==> config.mk <==
export PLATFORM = sky130hd
export DESIGN_NAME = flappy_game_ctrl_flat
export DESIGN_NICKNAME = d
export VERILOG_FILES = /design/src/rtl/flappy_game_ctrl_if.sv /design/src/rtl/flappy_game_ctrl.sv /design/src/flat_wrapper.sv
export SDC_FILE = /design/constraint.sdc
export NUM_CORES = 1
export LEC_CHECK = 0
export ABC_CLOCK_PERIOD_IN_PS = 3600
export CELL_PAD_IN_SITES_DETAIL_PLACEMENT = 1
export CELL_PAD_IN_SITES_GLOBAL_PLACEMENT = 1
export CORE_AREA = 2 2 63 65
export CTS_BUF_LIST = sky130_fd_sc_hd__clkbuf_16
export CTS_CLUSTER_DIAMETER = 150
export DETAILED_ROUTE_END_ITERATION = 8
export DIE_AREA = 0 0 65 67
export PLACE_DENSITY_LB_ADDON = 0.1
export SLEW_MARGIN = 20
export SYNTH_ARGS = -nofsm -noshare
export SYNTH_HDL_FRONTEND = slang
export SYNTH_SLANG_ARGS = --single-unit
export TNS_END_PERCENT = 30
==> constraint.sdc <==
create_clock -name clock -period 3.6 [get_ports clock]
set_input_delay 0.54 -clock clock [delete_from_list [all_inputs] [get_ports clock]]
set_output_delay 0.54 -clock clock [all_outputs]
set_load 0.1 [all_outputs]
==> src/rtl/flappy_game_ctrl_if.sv <==
// Bundle between the flappy game sequencer and its neighbours (keys, pipe generator, bird datapath).
// The sequencer is the slave; whatever drives keys and pipe info is the master.
interface flappy_game_ctrl_if #(
  parameter int ROWS    = 16,
  parameter int SCORE_W = 4
);
  logic               start_key;
  logic               flap_key;
  logic [ROWS-1:0]    bird_row;
  logic [ROWS-1:0]    pipe_col;
  logic               pipe_pass;
  logic               start;
  logic               die;
  logic               up;
  logic               tick;
  logic [SCORE_W-1:0] score;
  logic [1:0]         state;

  modport slave (
    input  start_key, flap_key, bird_row, pipe_col, pipe_pass,
    output start, die, up, tick, score, state
  );

  modport master (
    output start_key, flap_key, bird_row, pipe_col, pipe_pass,
    input  start, die, up, tick, score, state
  );
endinterface

==> src/rtl/flappy_game_ctrl.sv <==
// Game sequencer for the one-row bird: run/pause/death flow, collision, score and slow tick.
// All next-state values come from one always_comb; one always_ff holds every register.
module flappy_game_ctrl #(
  parameter int ROWS       = 16,
  parameter int TICK_W     = 10,
  parameter int DEAD_TICKS = 4,
  parameter int SCORE_W    = 4
) (
  input  logic                clock,
  input  logic                reset,
  flappy_game_ctrl_if.slave   bus
);

  typedef enum logic [1:0] {
    S_IDLE  = 2'b00,
    S_RUN   = 2'b01,
    S_PAUSE = 2'b10,
    S_DEAD  = 2'b11
  } state_e;

  localparam int DCNT_W = (DEAD_TICKS < 2) ? 1 : $clog2(DEAD_TICKS);
  localparam logic [SCORE_W-1:0] SCORE_MAX  = '1;
  localparam logic [DCNT_W-1:0]  DCNT_LAST  = DCNT_W'(DEAD_TICKS - 1);

  state_e              state_q, state_d;
  logic [TICK_W-1:0]   cnt_q, cnt_d;
  logic [DCNT_W-1:0]   dcnt_q, dcnt_d;
  logic [SCORE_W-1:0]  score_q, score_d;
  logic                start_key_q, start_key_d;
  logic                start_q, start_d;
  logic                die_q, die_d;
  logic                up_q, up_d;

  logic [ROWS-1:0]     bird_row;
  logic [ROWS-1:0]     pipe_col;
  logic                start_press;
  logic                hit;
  logic                counting;
  logic                tick;

  assign bird_row    = bus.bird_row;
  assign pipe_col    = bus.pipe_col;
  assign start_press = bus.start_key & ~start_key_q;

  // Off the top (no row bit set) and the floor row both count as a crash.
  assign hit = (|(bird_row & pipe_col)) | (bird_row == '0) | bird_row[ROWS-1];

  assign counting = (state_q == S_RUN) || (state_q == S_DEAD);
  assign tick     = counting && (&cnt_q);

  always_comb begin
    state_d     = state_q;
    cnt_d       = cnt_q;
    dcnt_d      = dcnt_q;
    score_d     = score_q;
    start_key_d = bus.start_key;
    die_d       = 1'b0;

    unique case (state_q)
      S_IDLE: begin
        cnt_d = '0;
        if (start_press) begin
          state_d = S_RUN;
          score_d = '0;
        end
      end
      S_RUN: begin
        cnt_d = cnt_q + 1'b1;
        if (hit) begin
          state_d = S_DEAD;
          die_d   = 1'b1;
          dcnt_d  = '0;
        end else if (start_press) begin
          state_d = S_PAUSE;
        end else if (bus.pipe_pass && (score_q != SCORE_MAX)) begin
          score_d = score_q + 1'b1;
        end
      end
      S_PAUSE: begin
        if (start_press) state_d = S_RUN;
      end
      S_DEAD: begin
        cnt_d = cnt_q + 1'b1;
        if (tick) begin
          if (dcnt_q == DCNT_LAST) state_d = S_IDLE;
          else                     dcnt_d  = dcnt_q + 1'b1;
        end
      end
      default: state_d = S_IDLE;
    endcase

    // Gate on the next state so start/up line up with the visible state.
    start_d = (state_d == S_RUN);
    up_d    = bus.flap_key && (state_d == S_RUN);
  end

  always_ff @(posedge clock) begin
    if (reset) begin
      state_q     <= S_IDLE;
      cnt_q       <= '0;
      dcnt_q      <= '0;
      score_q     <= '0;
      start_key_q <= 1'b0;
      start_q     <= 1'b0;
      die_q       <= 1'b0;
      up_q        <= 1'b0;
    end else begin
      state_q     <= state_d;
      cnt_q       <= cnt_d;
      dcnt_q      <= dcnt_d;
      score_q     <= score_d;
      start_key_q <= start_key_d;
      start_q     <= start_d;
      die_q       <= die_d;
      up_q        <= up_d;
    end
  end

  assign bus.start = start_q;
  assign bus.die   = die_q;
  assign bus.up    = up_q;
  assign bus.tick  = tick;
  assign bus.score = score_q;
  assign bus.state = state_q;

endmodule

==> src/flat_wrapper.sv <==
// flat-port wrapper written by rule: the top's interface ports become plain ports
module flappy_game_ctrl_flat 
#(
  parameter int ROWS       = 16,
  parameter int TICK_W     = 10,
  parameter int DEAD_TICKS = 4,
  parameter int SCORE_W    = 4
)
  (clock, reset, bus_start_key, bus_flap_key, bus_bird_row, bus_pipe_col, bus_pipe_pass, bus_start, bus_die, bus_up, bus_tick, bus_score, bus_state);
  flappy_game_ctrl_if #(.ROWS(ROWS), .SCORE_W(SCORE_W)) bus_i ();
  input  logic clock;
  input  logic reset;
  input wire logic [$bits(bus_i.start_key)-1:0] bus_start_key;
  input wire logic [$bits(bus_i.flap_key)-1:0] bus_flap_key;
  input wire logic [$bits(bus_i.bird_row)-1:0] bus_bird_row;
  input wire logic [$bits(bus_i.pipe_col)-1:0] bus_pipe_col;
  input wire logic [$bits(bus_i.pipe_pass)-1:0] bus_pipe_pass;
  output wire logic [$bits(bus_i.start)-1:0] bus_start;
  output wire logic [$bits(bus_i.die)-1:0] bus_die;
  output wire logic [$bits(bus_i.up)-1:0] bus_up;
  output wire logic [$bits(bus_i.tick)-1:0] bus_tick;
  output wire logic [$bits(bus_i.score)-1:0] bus_score;
  output wire logic [$bits(bus_i.state)-1:0] bus_state;
  assign bus_i.start_key = bus_start_key;
  assign bus_i.flap_key = bus_flap_key;
  assign bus_i.bird_row = bus_bird_row;
  assign bus_i.pipe_col = bus_pipe_col;
  assign bus_i.pipe_pass = bus_pipe_pass;
  assign bus_start = bus_i.start;
  assign bus_die = bus_i.die;
  assign bus_up = bus_i.up;
  assign bus_tick = bus_i.tick;
  assign bus_score = bus_i.score;
  assign bus_state = bus_i.state;
  flappy_game_ctrl #(.ROWS(ROWS), .TICK_W(TICK_W), .DEAD_TICKS(DEAD_TICKS), .SCORE_W(SCORE_W)) u_core (.clock(clock), .reset(reset), .bus(bus_i));
endmodule
== After elaboration in Yosys (flattened, before gate mapping) ==
Index checks and enable logic that the tools add are counted.
Word-level totals
  flip-flop bits (word level): 22
  logic and storage cells: 63
  output and inout port bits: 10
Cells by class
  bitwise gates (word level): 6
  mux-type cells: 17
  eq/ne operators: 13
  reduce and logical (&&, ||, !) cells: 16
  add/sub/neg operators: 3
Operators by type and width (count)
  10-bit case mux with 2 select lines: 1
  16-bit AND: 1
  16-bit zero test: 1
  2-bit 2-to-1 mux: 8
  4-bit 2-to-1 mux: 4
  16-bit OR reduction: 1
  10-bit by 1-bit adder with 10-bit output (second input constant): 1
  2-bit inequality test (second input constant): 5
  10-bit AND reduction: 1
  4-bit case mux with 2 select lines: 1
  2-bit equality test (second input constant): 3
  2-bit case mux with 3 select lines: 1
  2-bit nonzero test: 3
  2-bit OR reduction: 3
  5-bit AND reduction: 1
  4-bit by 1-bit adder with 4-bit output (second input constant): 1
  2-bit by 1-bit equality test with 1-bit output (second input constant): 2
  2-bit by 1-bit inequality test with 1-bit output (second input constant): 2
  4-bit inequality test (second input constant): 1
  2-bit case mux with 2 select lines: 1
  4-bit AND reduction: 1
  1-bit logical AND: 3
  2-bit by 1-bit adder with 2-bit output (second input constant): 1
  2-bit zero test: 1
  5 further kinds: 7

== Logic depth before layout (Yosys ltp) ==
Gate-level depths: netlist of the first run.
  depth after elaboration: 8
  mapped depth: 7
  gate-level depth less buffers: 7

== Least setup slack after synthesis of the first run ==
OpenSTA, ideal clock, no wires.
  kind: flip-flop to flip-flop
  from: register u_core.state_q[0] (netlist: u_core.bus.state[0])
  to: register u_core.dcnt_q[0]
  clock period less this slack: 3.936 ns
  buffers on the path: 1
  setup slack: -0.336 ns
  cell stages (with the launch flop): 6
  data arrival time: 3.819 ns
  data required time: 3.483 ns
  path through: dfxtp_1 -> buf_4 -> nand2_1 -> nor4_2 -> nand4b_1 -> a31o_2
Between the ends
  cells in the longest elaborated chain, start to end: 5
Ends and longest elaborated chain
  start, declared: RTL line flappy_game_ctrl.sv:25  | state_e state_q, state_d;
  start signal, assigned: RTL line flappy_game_ctrl.sv:108  | state_q <= state_d;
  2-bit by 1-bit equality test with 1-bit output or 2-bit equality test (tied branches): RTL line flappy_game_ctrl.sv:48  | assign counting = (state_q == S_RUN) || (state_q == S_DEAD);
  1-bit logical OR *: RTL line flappy_game_ctrl.sv:48
  1-bit logical AND *: RTL line flappy_game_ctrl.sv:49  | assign tick = counting && (&cnt_q);
  named net bus_tick: RTL line flat_wrapper.sv:21  | output wire logic [$bits(bus_i.tick)-1:0] bus_tick;
  2-bit inequality test (no line) *
  4-bit AND reduction (no line) *
  end signal, assigned: RTL line flappy_game_ctrl.sv:110  | dcnt_q <= dcnt_d;
  end, declared: RTL line flappy_game_ctrl.sv:27  | logic [DCNT_W-1:0] dcnt_q, dcnt_d;
Mark *: on every way through the listed nets, which the timed path passes. The rest lies on a longest branch.
A chain may end at the register's enable or synchronous reset.

== Final worst setup path of the first run ==
  from: register u_core.state_q[1] (netlist: u_core.bus.state[1])
  to: output bus_state[1]
RTL lines
  end, declared: RTL line flat_wrapper.sv:23  | output wire logic [$bits(bus_i.state)-1:0] bus_state;
No word-level cell between the ends.

==> results_dict.tcl, run 1 <==
set metrics [dict create \
    status "finished clean" \
    p_leak_nw 0.6233 \
    async_reset_ff_share_pct 0 \
    max_freq_ghz 0.4042 \
    max_stage_delay_ns 1.19 \
    cp-startpoint "u_core.bus.state[1]$_SDFF_PP0_" \
    drc_errors 0 \
    synthCells 136 \
    drv_cap 0 \
    whs_path_depth 1 \
    synthFlopType "dfxtp_1" \
    p_per_area_mw_per_mm2 387.8 \
    path_class "flop to output pin" \
    cp-end-kind "output pin" \
    slew-limit-headroom_pct 34.08 \
    die_x_um 65 \
    antenna_found_initial 0 \
    postCtsHoldBufs 0 \
    drv_slew 0 \
    fin_crit_sh_pct 68.72 \
    dieArea_mm2 0.004355 \
    grt_pass1_vias 1321 \
    r2r_start "u_core.bus.state[0]$_SDFF_PP0_" \
    wire_per_inst_um 15.61 \
    num_antenna_cells 0 \
    area_delta_synth_final_pct 51.39 \
    cts_buffer_depth 2 \
    dr.pass1.iters 4 \
    ir_worst_vdd_mv 0.1796 \
    numPortBuffers 45 \
    total_power_mw 0.6862 \
    syn_nets 176 \
    cts_resized 0 \
    vias 1227 \
    whs_endpoint "u_core.cnt_q[4]$_SDFFE_PP0P_" \
    drt-initial-drc-count 47 \
    nets 222 \
    ios 47 \
    cp.arrival_ns 1.93 \
    synth_edf_count 0 \
    clk_root_buffer_cell "clkbuf_16" \
    grt_max_degree 24 \
    grt.overflow.total 0 \
    die_h_um 67 \
    worst_pin_slew_ns 0.9858 \
    cts_tree "done" \
    hold_ws_ns 0.5031 \
    required_ns 3.06 \
    crit_family "buffers and inverters" \
    critical_path_buf_inv_count 1 \
    grt_pass1_wl_um 6003 \
    yosysUniqueCellTypes 41 \
    row_count 22 \
    synth_seq_cells 22 \
    htreeDepth 1 \
    viasPerCell 5.358 \
    cp-start-kind "flop" \
    cp_max_fo 9 \
    wirelength_um 3575 \
    grt_usage_pct 18.16 \
    core_area_mm2 0.003606 \
    clock_skew_ns 0.004369 \
    ant_nets 0 \
    layout-drive-gt1-share_pct 9.945 \
    dpl_worst_slack_ns 1.096 \
    hpwl_um 2804 \
    hold_path_class "flop to flop" \
    rsz0062_at_grt "false" \
    reg2reg_to "u_core.bus.score[2]$_SDFFE_PP0P_" \
    crit_chain "clkdlybuf4s50_1" \
    clk_pin_slew_ns 0.06 \
    yosysWarningCount 0 \
    hp-start "u_core.cnt_q[4]$_SDFFE_PP0P_" \
    clk_latency_ns 0.26 \
    synth_area_mm2 0.001169 \
    cts.sinks 22 \
    period_needed_ns 2.474 \
    post-route-cell-area_mm2 0.001769 \
    fin_ws_ns 1.126 \
    setup_viol 0 \
    initial_core_util_pct 32.41 \
    yosysSeqAreaShare_pct 37.69 \
    cts_made_buffers 3 \
    gp_congestion 0.7892 \
    slowest_stage "clkdlybuf4s50_1" \
    reg2regPathDepth 6 \
    tns_ns 0 \
    r2r_setup_slack_ns 1.47 \
    syn_area_per_cell_um2 8.593 \
    postCtsSetupBuffers 0 \
    place_area_mm2 0.001664 \
    hold_viol_final 0 \
]
[cells in the final DEF (no fill, tap or decap), types with 2 or more instances in the layout]
master,synthesis,layout
a21oi_1,12,12
a221oi_1,2,2
a22o_1,2,2
a22oi_1,3,3
a311oi_1,2,2
a31oi_1,2,2
and3_1,2,2
buf_4,1,2
clkbuf_16,0,3
clkdlybuf4s50_1,0,43
dfxtp_1,22,22
ha_1,3,3
inv_1,3,3
mux2_2,2,2
nand2_1,6,6
nand2b_1,2,2
nand3_1,15,15
nand3b_1,3,3
nand4_1,6,6
nor2_1,9,9
nor2b_1,5,5
nor3b_1,2,2
nor4_1,4,4
o211ai_1,2,2
or2_2,4,4
or3_1,4,4
[synth_stat cells (3+ instances only)]
cell | number | share of area [%]
ha_1 | 3 | 3.2
nand3_1 | 15 | 6.4
a22oi_1 | 3 | 1.9
nand3b_1 | 3 | 1.9
nand2_1 | 6 | 1.9
inv_1 | 3 | 0.96
nand4_1 | 6 | 3.2
dfxtp_1 | 22 | 38
or2_2 | 4 | 2.1
a21oi_1 | 12 | 5.1
or3_1 | 4 | 2.1
nor4_1 | 4 | 2.1
nor2b_1 | 5 | 2.7
nor2_1 | 9 | 2.9
[how the worst max path moves through the flow]
stage	endpoint	slack [ns]	cells past startpoint
3_5_place_dp	u_core.dcnt_q[1]$_SDFFE_PP0P_	1.10	7
4_1_cts	bus_state[1]	1.12	1
5_1_grt	bus_state[1]	1.06	1
2_1_floorplan	u_core.dcnt_q[1]$_SDFFE_PP0P_	0.44	5
6_report	bus_state[1]	1.13	1
3_3_place_gp	u_core.dcnt_q[1]$_SDFFE_PP0P_	1.09	7
[routing by layer]
| layer | up-vias | global-route usage, % | wire (um) |
|---|---|---|---|
| met5 | - | 0 | 0 |
| met4 | 0 | 9.043 | 98 |
| met3 | 8 | 3.547 | 85 |
| met2 | 21 | 31.83 | 1825 |
| met1 | 589 | 21.00 | 1565 |
| li1 | 609 | - | - |
[cell type report]
type / instances / area (um2)
clock inverter: 1 / 30.03
multi-input combinational: 107 / 706.9
clock buffer: 3 / 75.07
timing repair buffer: 45 / 445.4
fill: 425 / 1837
inverter: 3 / 11.26
tap: 48 / 60.06
sequential: 22 / 440.4
[power by group]
| group | switching (mW) | total (mW) | leakage (nW) | internal (mW) |
|---|---|---|---|---|
| sequential | 0.00899 | 0.258 | 0.179 | 0.249 |
| clock | 0.0941 | 0.315 | 0.0511 | 0.221 |
| combinational | 0.0586 | 0.113 | 0.394 | 0.0549 |
| total | 0.162 | 0.686 | 0.623 | 0.524 |
[sequential cells by signal, summed over array words and instances (netlist names)]
name                flops
u_core.start_key_q      1
u_core.bus.state        2
u_core.bus.up           1
u_core.dcnt_q           2
u_core.bus.start        1
u_core.bus.die          1
u_core.cnt_q           10
u_core.bus.score        4
[through the flow]
step | util [%] | cells
global route | 49.06 | 229
finish | 49.06 | 229
detailed placement | 46.15 | 225
global placement | 46.15 | 225
CTS | 49.06 | 229
floorplan | - | 136
[cell families (layout without fill, tap and decap cells)]
group                      after synthesis  in the layout  synth area share [%]
DFF                                     22             22                 37.69
adders and majority gates                3              3                 3.212
muxes                                    3              3                 2.784
buffers and inverters                    7             52                 2.570
and+or+nand+nor                         72             72                 36.83
AOI/OAI and AO/OA                       29             29                 16.92
Power figures use the tool's default switching activity.
==> run 2: changes to the inputs <==
--- a/config.mk
+++ b/config.mk
@@ -5,14 +5,14 @@
 export SDC_FILE = /design/constraint.sdc
 export NUM_CORES = 1
 export LEC_CHECK = 0
-export ABC_CLOCK_PERIOD_IN_PS = 3600
+export ABC_CLOCK_PERIOD_IN_PS = 2310
 export CELL_PAD_IN_SITES_DETAIL_PLACEMENT = 1
 export CELL_PAD_IN_SITES_GLOBAL_PLACEMENT = 1
-export CORE_AREA = 2 2 63 65
+export CORE_AREA = 2 2 66 68
 export CTS_BUF_LIST = sky130_fd_sc_hd__clkbuf_16
 export CTS_CLUSTER_DIAMETER = 150
 export DETAILED_ROUTE_END_ITERATION = 8
-export DIE_AREA = 0 0 65 67
+export DIE_AREA = 0 0 68 70
 export PLACE_DENSITY_LB_ADDON = 0.1
 export SLEW_MARGIN = 20
 export SYNTH_ARGS = -nofsm -noshare
==> constraint.sdc (replaced) <==
create_clock -name clock -period 2.31 [get_ports clock]
set_input_delay 0.3465 -clock clock [delete_from_list [all_inputs] [get_ports clock]]
set_output_delay 0.3465 -clock clock [all_outputs]
set_load 0.1 [all_outputs]
==> run 2 against run 1 <==
Compared with the run above:
- cell count is 3.1% higher
- die area is 9.3% higher
- clock power is 55% higher
- routed wire length is 2.9% lower
- via count is 1.4% higher
- worst setup slack worse by 0.85 ns
- first-iteration DRC count is 62% lower
- non-clock buffer count is 3 higher
- combinational power is 57% higher
==> results_dict.tcl, run 2 (synthesized netlist as in run 1, its figures left out) <==
set metrics [dict create \
    hpwl_um 2815 \
    reg2regPathDepth 6 \
    p_sw_mw 0.2493 \
    total_power_mw 1.067 \
    met2_wirelength_um 1798 \
    whs_endpoint "u_core.cnt_q[6]$_SDFFE_PP0P_" \
    drt-initial-drc-count 18 \
    clock_skew_ns 0.003206 \
    p_int_mw 0.8182 \
    cts.sinks 22 \
    cp.arrival_ns 1.69 \
    cts_tree "done" \
    cts_resized 0 \
    worst_pin_slew_ns 0.5811 \
    met3_length_um 182 \
    ios 47 \
    cp_max_fo 5 \
    whs_path_depth 2 \
    wirelength_um 3471 \
    clk_latency_ns 0.25 \
    area_delta_synth_final_pct 54.07 \
    die_x_um 68 \
    p_per_area_mw_per_mm2 592.9 \
    largest_reg_flops 10 \
    grt_pass1_vias 1303 \
    grt.overflow.total 0 \
    num_antenna_cells 0 \
    switching_share_pct 23.35 \
    cp-end-kind "output pin" \
    grt_max_degree 21 \
    core_area_mm2 0.004144 \
    clk_pin_slew_ns 0.06 \
    gp_congestion 0.7432 \
    r2r_setup_slack_ns 0.45 \
    final_cell_mix "35 x clkdlybuf4s50_1, 21 x dfxtp_1, 15 x nand3_1, 12 x a21oi_1, 12 x buf_4" \
    htreeDepth 1 \
    rsz0062_at_grt "false" \
    hold_ws_ns 0.5126 \
    grt_pass1_wl_um 5830 \
    dr.pass1.iters 4 \
    path_class "flop to output pin" \
    wire_per_inst_um 14.71 \
    multiInputGateArea_um2 714.4 \
    wl_met1_um 1465 \
    tns_ns 0 \
    cts_made_buffers 3 \
    reg2reg_to "u_core.bus.score[2]$_SDFFE_PP0P_" \
    drc_errors 0 \
    hp-start "u_core.cnt_q[6]$_SDFFE_PP0P_" \
    vias 1244 \
    initial_core_util_pct 28.20 \
    viasPerCell 5.271 \
    period_needed_ns 2.039 \
    seqPwrFrac_pct 37.7 \
    die_h_um 70 \
    top_layer "met4" \
    combPwrFrac_pct 16.6 \
    hold_path_class "flop to flop" \
    antenna_found_initial 0 \
    status "finished clean" \
    required_ns 1.96 \
    clkPwrFrac_pct 45.7 \
    largest-register "u_core.cnt_q" \
    register_area_um2 444.2 \
    ant_nets 0 \
    place_area_mm2 0.001695 \
    fill_cells 467 \
    postCtsHoldBufs 0 \
    cts_buffer_depth 2 \
    mostFrequentLayoutCell "clkdlybuf4s50_1" \
    setup_viol 0 \
    hold_viol_final 0 \
    max_freq_ghz 0.4905 \
    dieArea_mm2 0.004760 \
    drv_slew 0 \
    p_leak_nw 0.6694 \
    fin_crit_sh_pct 88.27 \
    clk_root_buffer_cell "clkbuf_16" \
    numPortBuffers 45 \
    r2r_start "u_core.bus.state[0]$_SDFF_PP0_" \
    drv_cap 0 \
    grt_usage_pct 15.78 \
    ir_worst_vdd_mv 0.2972 \
    slew-limit-headroom_pct 61.14 \
    postCtsSetupBuffers 0 \
    layout-drive-gt1-share_pct 16.85 \
    post-route-cell-area_mm2 0.001800 \
    cp-start-kind "flop" \
    nets 225 \
    row_count 24 \
]
[run 2: cell count changes in the layout (fill, tap and decap cells not counted)]
cell             before  now
buf_4                 2   12
clkdlybuf4s50_1      43   35
buf_12                0    1
dfxtp_1              22   21
dfxtp_4               0    1
nand2_1               6    5
nand2_4               0    1
[run 2: through the flow]
stage               util, %  cells  setup WS (ns)
floorplan                 -    136        -0.3004
global placement      40.91    232        0.03663
detailed placement    40.91    232       0.009914
CTS                   43.45    236         0.2444
global route          43.45    236         0.1600
finish                43.45    236         0.2711
[run 2: area by class of cell]
cell class | count | area share (%)
Multi-Input combinational cell | 107 | 39.68
Timing Repair Buffer | 48 | 25.57
Sequential cell | 22 | 24.67
Clock buffer | 3 | 4.170
Tap cell | 52 | 3.614
Clock inverter | 1 | 1.668
Inverter | 3 | 0.6254
[run 2: layer usage]
layer | up-vias | global-route usage (%)
li1 | 617 | -
met1 | 592 | 19.26
met2 | 31 | 27.62
met3 | 4 | 4.026
met4 | 0 | 2.667
met5 | - | 0
[run 2: power by group through the flow]
| stage | combinational [mW] | sequential [mW] | clock, mW |
|---|---|---|---|
| 3_3_place_gp | 0.176 | 0.410 | 0 |
| 6_report | 0.177 | 0.403 | 0.488 |
| 3_5_place_dp | 0.179 | 0.411 | 0 |
| 5_1_grt | 0.190 | 0.404 | 0.520 |
| 4_1_cts | 0.180 | 0.403 | 0.501 |
| 2_1_floorplan | 0.0567 | 0.443 | 0 |
[run 2: how the worst max path moves through the flow]
stage	startpoint	endpoint	slack (ns)	cells past startpoint
final	u_core.cnt_q[0]$_SDFFE_PP0P_	bus_tick	0.27	4
after global routing	u_core.cnt_q[0]$_SDFFE_PP0P_	bus_tick	0.16	4
after CTS	u_core.cnt_q[0]$_SDFFE_PP0P_	bus_tick	0.24	4
after detailed placement	bus_bird_row[4]	u_core.bus.score[2]$_SDFFE_PP0P_	0.01	7
after global placement	bus_bird_row[14]	u_core.dcnt_q[1]$_SDFFE_PP0P_	0.04	7
after floorplan	u_core.bus.state[0]$_SDFF_PP0_	u_core.dcnt_q[0]$_SDFFE_PP0P_	-0.30	5
[run 2: critical path, stage by stage (launching register included)]
cell and delay [ns]:
dfxtp_1 0.42, ha_1 0.32, nand2_4 0.09, nor4_4 0.38, buf_12 0.22
==> run 3: changes to the inputs <==
==> constraint.sdc (replaced) <==
create_clock -name clock -period 2.31 [get_ports clock]
set_input_delay 0.3465 -clock clock [delete_from_list [all_inputs] [get_ports clock]]
set_output_delay 0.3465 -clock clock [all_outputs]
set_load 0.01 [all_outputs]
==> run 3 against run 2 <==
Compared with the run above:
- critical path type is now primary input to flop
- sequential share of layout area shrank 0.19 points
- design area about the same
- via count up 1.6%
- fmax is 2.9% lower
- largest power group unchanged
- register-to-register slack about the same
- hold slack got worse by 0.0015 ns
- first-iteration DRC count up 94%
- utilization about the same
- clock power about the same
- routed wire length is 4.6% higher
==> results_dict.tcl, run 3 (synthesized netlist as in run 1, its figures left out) <==
set metrics [dict create \
    antenna_found_initial 0 \
    p_per_area_mw_per_mm2 577.3 \
    drv_cap 0 \
    gp_congestion 0.7141 \
    hold_path_class "flop to flop" \
    cts.sinks 22 \
    register_area_um2 440.4 \
    die_h_um 70 \
    layout-drive-gt1-share_pct 10.81 \
    cp_max_fo 4 \
    htreeDepth 1 \
    clkPwrFrac_pct 47.2 \
    dieArea_mm2 0.004760 \
    utilization_pct 43.42 \
    drv_slew 0 \
    required_ns 2.46 \
    whs_path_depth 1 \
    path_class "primary input to flop" \
    postCtsHoldBufs 0 \
    ant_nets 0 \
    postCtsSetupBuffers 0 \
    hold_viol_final 0 \
    clock_skew_ns 0.006845 \
    hold_ws_ns 0.5111 \
    reg2regPathDepth 6 \
    wirelength_um 3630 \
    status "finished clean" \
    cts_made_buffers 3 \
    multiInputGateArea_um2 698.2 \
    cp.arrival_ns 2.25 \
    p_leak_nw 0.6281 \
    num_antenna_cells 0 \
    vias 1264 \
    p_sw_mw 0.2146 \
    slew-limit-headroom_pct 62.12 \
    cts_tree "done" \
    fin_crit_sh_pct 90.95 \
    core_area_mm2 0.004144 \
    combPwrFrac_pct 14.9 \
    drt-initial-drc-count 35 \
    grt_max_degree 17 \
    cp-start-kind "primary input" \
    ios 47 \
    nets 226 \
    viasPerCell 5.333 \
    final_cell_mix "44 x clkdlybuf4s50_1, 22 x dfxtp_1, 15 x nand3_1, 12 x a21oi_1, 9 x nor2_1" \
    clk_latency_ns 0.26 \
    grt.overflow.total 0 \
    initial_core_util_pct 28.20 \
    worst_pin_slew_ns 0.5664 \
    numPortBuffers 45 \
    grt_usage_pct 16.45 \
    switching_share_pct 20.66 \
    mostFrequentLayoutCell "clkdlybuf4s50_1" \
    tns_ns 0 \
    row_count 24 \
    die_x_um 68 \
    cts_buffer_depth 2 \
    p_int_mw 0.8241 \
    hpwl_um 2899 \
    dr.pass1.iters 4 \
    largest_reg_flops 10 \
    wire_per_inst_um 15.32 \
    setup_viol 0 \
    rsz0062_at_grt "false" \
    grt_pass1_vias 1370 \
    cp-end-kind "flop" \
    seqPwrFrac_pct 37.9 \
    fill_cells 493 \
    clk_root_buffer_cell "clkbuf_16" \
    largest-register "u_core.cnt_q" \
    clk_pin_slew_ns 0.06 \
    period_needed_ns 2.101 \
    max_freq_ghz 0.4760 \
    grt_pass1_wl_um 6099 \
    ir_worst_vdd_mv 0.3297 \
    area_delta_synth_final_pct 53.96 \
    drc_errors 0 \
]
==> run 3: power groups by stage <==
stage,logic [mW],registers (mW),clock network (mW)
finish,0.155,0.393,0.490
global route,0.169,0.395,0.518
CTS,0.157,0.393,0.503
detailed placement,0.156,0.402,0
global placement,0.151,0.401,0
floorplan,0.0550,0.405,0
==> run 3: worst max-delay path, stage by stage <==
cell and delay (ns):
clkdlybuf4s50_1 0.44, nor4_1 0.35, nand4_1 0.12, and4_2 0.29, and2_1 0.21, nand2b_1 0.23
a41o_1 0.26
==> run 3: final timing paths <==
check | start | to | slack, ns
hold reg to reg | u_core.cnt_q[4]$_SDFFE_PP0P_ | u_core.cnt_q[4]$_SDFFE_PP0P_ | 0.51
hold / removal | u_core.cnt_q[4]$_SDFFE_PP0P_ | u_core.cnt_q[4]$_SDFFE_PP0P_ | 0.51
setup / recovery | bus_bird_row[14] | u_core.dcnt_q[1]$_SDFFE_PP0P_ | 0.21
setup reg to reg | u_core.bus.state[0]$_SDFF_PP0_ | u_core.bus.score[2]$_SDFFE_PP0P_ | 0.44
==> run 3: what timing repair did <==
| action | CTS | global route |
|---|---|---|
| resized for setup | 1 | 0 |
| endpoints found under the setup margin | 1 | 0 |
| endpoints found under the hold margin | 0 | 0 |
==> run 3: metrics by stage <==
stage	setup slack [ns]	total power [mW]	instances	instance area [um2]
6_report	0.2091	1.039	237	1799
5_1_grt	0.02066	1.081	237	1799
4_1_cts	0.2024	1.053	237	1799
3_5_place_dp	-0.05480	0.5579	233	1695
3_3_place_gp	0.007927	0.5523	233	1695
2_1_floorplan	0.5902	0.4596	136	1169
==> run 3: area by class of cell <==
type | count | area share (%)
multi-input cells | 107 | 38.80
repair buffers | 49 | 26.63
flip-flops and latches | 22 | 24.48
clock buffers | 3 | 4.172
well taps | 52 | 3.616
clock inverters | 1 | 1.669
inverters | 3 | 0.6259
==> run 3: layer usage <==
| metal | share of wire, % | vias up | track usage [%] |
|---|---|---|---|
| met4 | 1.3 | 0 | 4.000 |
| met3 | 2.6 | 6 | 3.543 |
| met5 | 0 | - | 0 |
| met1 | 40 | 616 | 17.83 |
| li1 | - | 618 | - |
| met2 | 56 | 24 | 31.07 |
==> RTL edit: new RTL, flow settings as in run 2 <==
`TICK_W` is set to 10 in 2 places; all go to 5.
--- a/src/rtl/flappy_game_ctrl.sv
+++ b/src/rtl/flappy_game_ctrl.sv
@@ -2,7 +2,7 @@
 // All next-state values come from one always_comb; one always_ff holds every register.
 module flappy_game_ctrl #(
   parameter int ROWS       = 16,
-  parameter int TICK_W     = 10,
+  parameter int TICK_W     = 5,
   parameter int DEAD_TICKS = 4,
   parameter int SCORE_W    = 4
 ) (
--- a/src/flat_wrapper.sv
+++ b/src/flat_wrapper.sv
@@ -2,7 +2,7 @@
 module flappy_game_ctrl_flat 
 #(
   parameter int ROWS       = 16,
-  parameter int TICK_W     = 10,
+  parameter int TICK_W     = 5,
   parameter int DEAD_TICKS = 4,
   parameter int SCORE_W    = 4
 )
Function: same outputs for any inputs over 10 cycles, from zero or initial values and one cycle with reset high; that may be too few to reach the edited logic, so the function may still have changed.
==> RTL edit against run 2 <==
- sequential cell count decreased by 5
- cell count decreased by 8.1%
- synthesized cell count is 15% lower
- total power shrank 23%
- routed wire length shrank 11%
- worst setup slack improved by 0.056 ns
- cell area shrank 13%
- area after synthesis down 17%
- combinational power fell by 5%
- hold slack improved by 0.0033 ns
- die area stayed put
- highest routed layer unchanged
==> RTL edit: results (changes against run 2) <==
\begin{tabular}{lr}
\hline
Metric & Value \\
\hline
\multicolumn{2}{l}{\textbf{Outcome}} \\
\quad Outcome & complete, no violations \\
\multicolumn{2}{l}{\textbf{STA}} \\
\quad Part of the cycle the worst path needs & 0.8584 (-0.02426) \\
\quad Worst-case clock skew & 0.004527 ns (+0.001321 ns) \\
\multicolumn{2}{l}{\textbf{Power}} \\
\quad Internal power & 612.7 uW (-25\%) \\
\multicolumn{2}{l}{\textbf{Drt}} \\
\quad Detailed Route Iter0 Violations & 12 (-6) \\
\quad Number of detailed-route iterations in the first pass & 2 (-2) \\
\quad Number of vias after detailed routing & 1059 (-15\%) \\
\quad Wire length on met3 & 93 um (-49\%) \\
\quad Met1 Wirelength & 1.385 mm (-5.5\%) \\
\multicolumn{2}{l}{\textbf{Critical path}} \\
\quad Start point of the critical path & bus\_bird\_row[11] \\
\quad Register-to-register setup slack & 0.54 ns (+0.09 ns) \\
\quad Capturing element of the worst setup path & u\_core.bus.score[1]\$\_SDFFE\_PP0P\_ \\
\quad Launch point of the worst reg-to-reg path & u\_core.cnt\_q[0]\$\_SDFFE\_PP0P\_ \\
\quad Signal arrival time at the worst endpoint & 2.16 ns (+0.47 ns) \\
\quad Worst-case reg-to-reg path depth & 7 (+1) \\
\multicolumn{2}{l}{\textbf{Global routing}} \\
\quad Vias in the first global route & 1171 (-10\%) \\
\quad Largest net degree at the start of global routing & 16 (-24\%) \\
\quad Met1 track demand over resource in global routing & 0.1769 (-0.01568) \\
\multicolumn{2}{l}{\textbf{Place}} \\
\quad Final estimated routing congestion in global placement & 0.7806 (+5.0\%) \\
\quad Post-Place Worst Slack & 0.04680 ns (+0.03688 ns) \\
\quad HPWL after detailed placement & 2.572 mm (-8.6\%) \\
\multicolumn{2}{l}{\textbf{Logic synthesis}} \\
\quad Seq/Total Area, Yosys & 0.3523 (-0.02454) \\
\multicolumn{2}{l}{\textbf{Layout}} \\
\quad Ratio of cells with drive above 1 in the final layout & 0.1394 (-0.02908) \\
\quad Total number of nets in the final design & 207 (-8.0\%) \\
\quad Final-layout fill cell count & 477 (+2.1\%) \\
\hline
\end{tabular}
RTL edit: cell types whose count changed after synthesis, moves of 4 or more:
cell / run 2 / this run
o21ai_0: 0 / 4
a21oi_1: 12 / 7
or3_1: 4 / 0
dfxtp_1: 22 / 17
nand3_1: 15 / 5
or2_2: 4 / 0
a22oi_1: 3 / 7
RTL edit: worst min path at each step:
stage                                                 from                          endpoint  slack (ns)
after floorplan                               bus_flap_key          u_core.bus.up$_SDFF_PP0_        0.47
after global placement    u_core.bus.score[3]$_SDFFE_PP0P_  u_core.bus.score[3]$_SDFFE_PP0P_        0.49
after detailed placement  u_core.bus.score[3]$_SDFFE_PP0P_  u_core.bus.score[3]$_SDFFE_PP0P_        0.50
after CTS                 u_core.bus.score[3]$_SDFFE_PP0P_  u_core.bus.score[3]$_SDFFE_PP0P_        0.52
after global routing          u_core.cnt_q[2]$_SDFFE_PP0P_      u_core.cnt_q[2]$_SDFFE_PP0P_        0.55
final                     u_core.bus.score[3]$_SDFFE_PP0P_  u_core.bus.score[3]$_SDFFE_PP0P_        0.52
RTL edit: cell type report:
cell class,instances,area (um^2),share of cell area
clock inverters,1,3.754,0.002400
multi-input cells,94,608.1,0.3888
flip-flops and latches,17,340.3,0.2176
repair buffers,49,467.9,0.2992
well taps,52,65.06,0.04160
clock buffers,3,75.07,0.04800
inverters,1,3.754,0.002400
RTL edit: critical path, stage by stage:
cell             delay [ns]
clkdlybuf4s50_1        0.42
a22oi_1                0.22
nand4_1                0.22
or4b_4                 0.63
nor2_4                 0.15
mux2i_1                0.18
RTL edit: power groups by stage:
stage | sequential [mW] | clock (mW) | combinational, mW
floorplan | 0.348 | 0 | 0.0454
global placement | 0.316 | 0 | 0.165
detailed placement | 0.316 | 0 | 0.168
CTS | 0.310 | 0.361 | 0.169
global route | 0.312 | 0.372 | 0.181
finish | 0.310 | 0.347 | 0.168
RTL edit: cells by family after synthesis:
| kind of cell | count (synthesis) | share of synthesized area |
|---|---|---|
| AOI/OAI and AO/OA | 30 | 0.1956 |
| xor gates and xnor gates | 1 | 0.009069 |
| adders and majority gates | 4 | 0.05182 |
| buffers and inverters | 5 | 0.01942 |
| DFF | 17 | 0.3523 |
| muxes | 2 | 0.02073 |
| and+or+nand+nor | 57 | 0.3510 |
RTL edit: stage by stage:
step           cells  cell area (um^2)  power [mW]
6_report         217              1564      0.8248
5_1_grt          217              1564      0.8646
4_1_cts          217              1564      0.8398
3_5_place_dp     213              1485      0.4846
3_3_place_gp     213              1485      0.4808
2_1_floorplan    116             967.2      0.3937
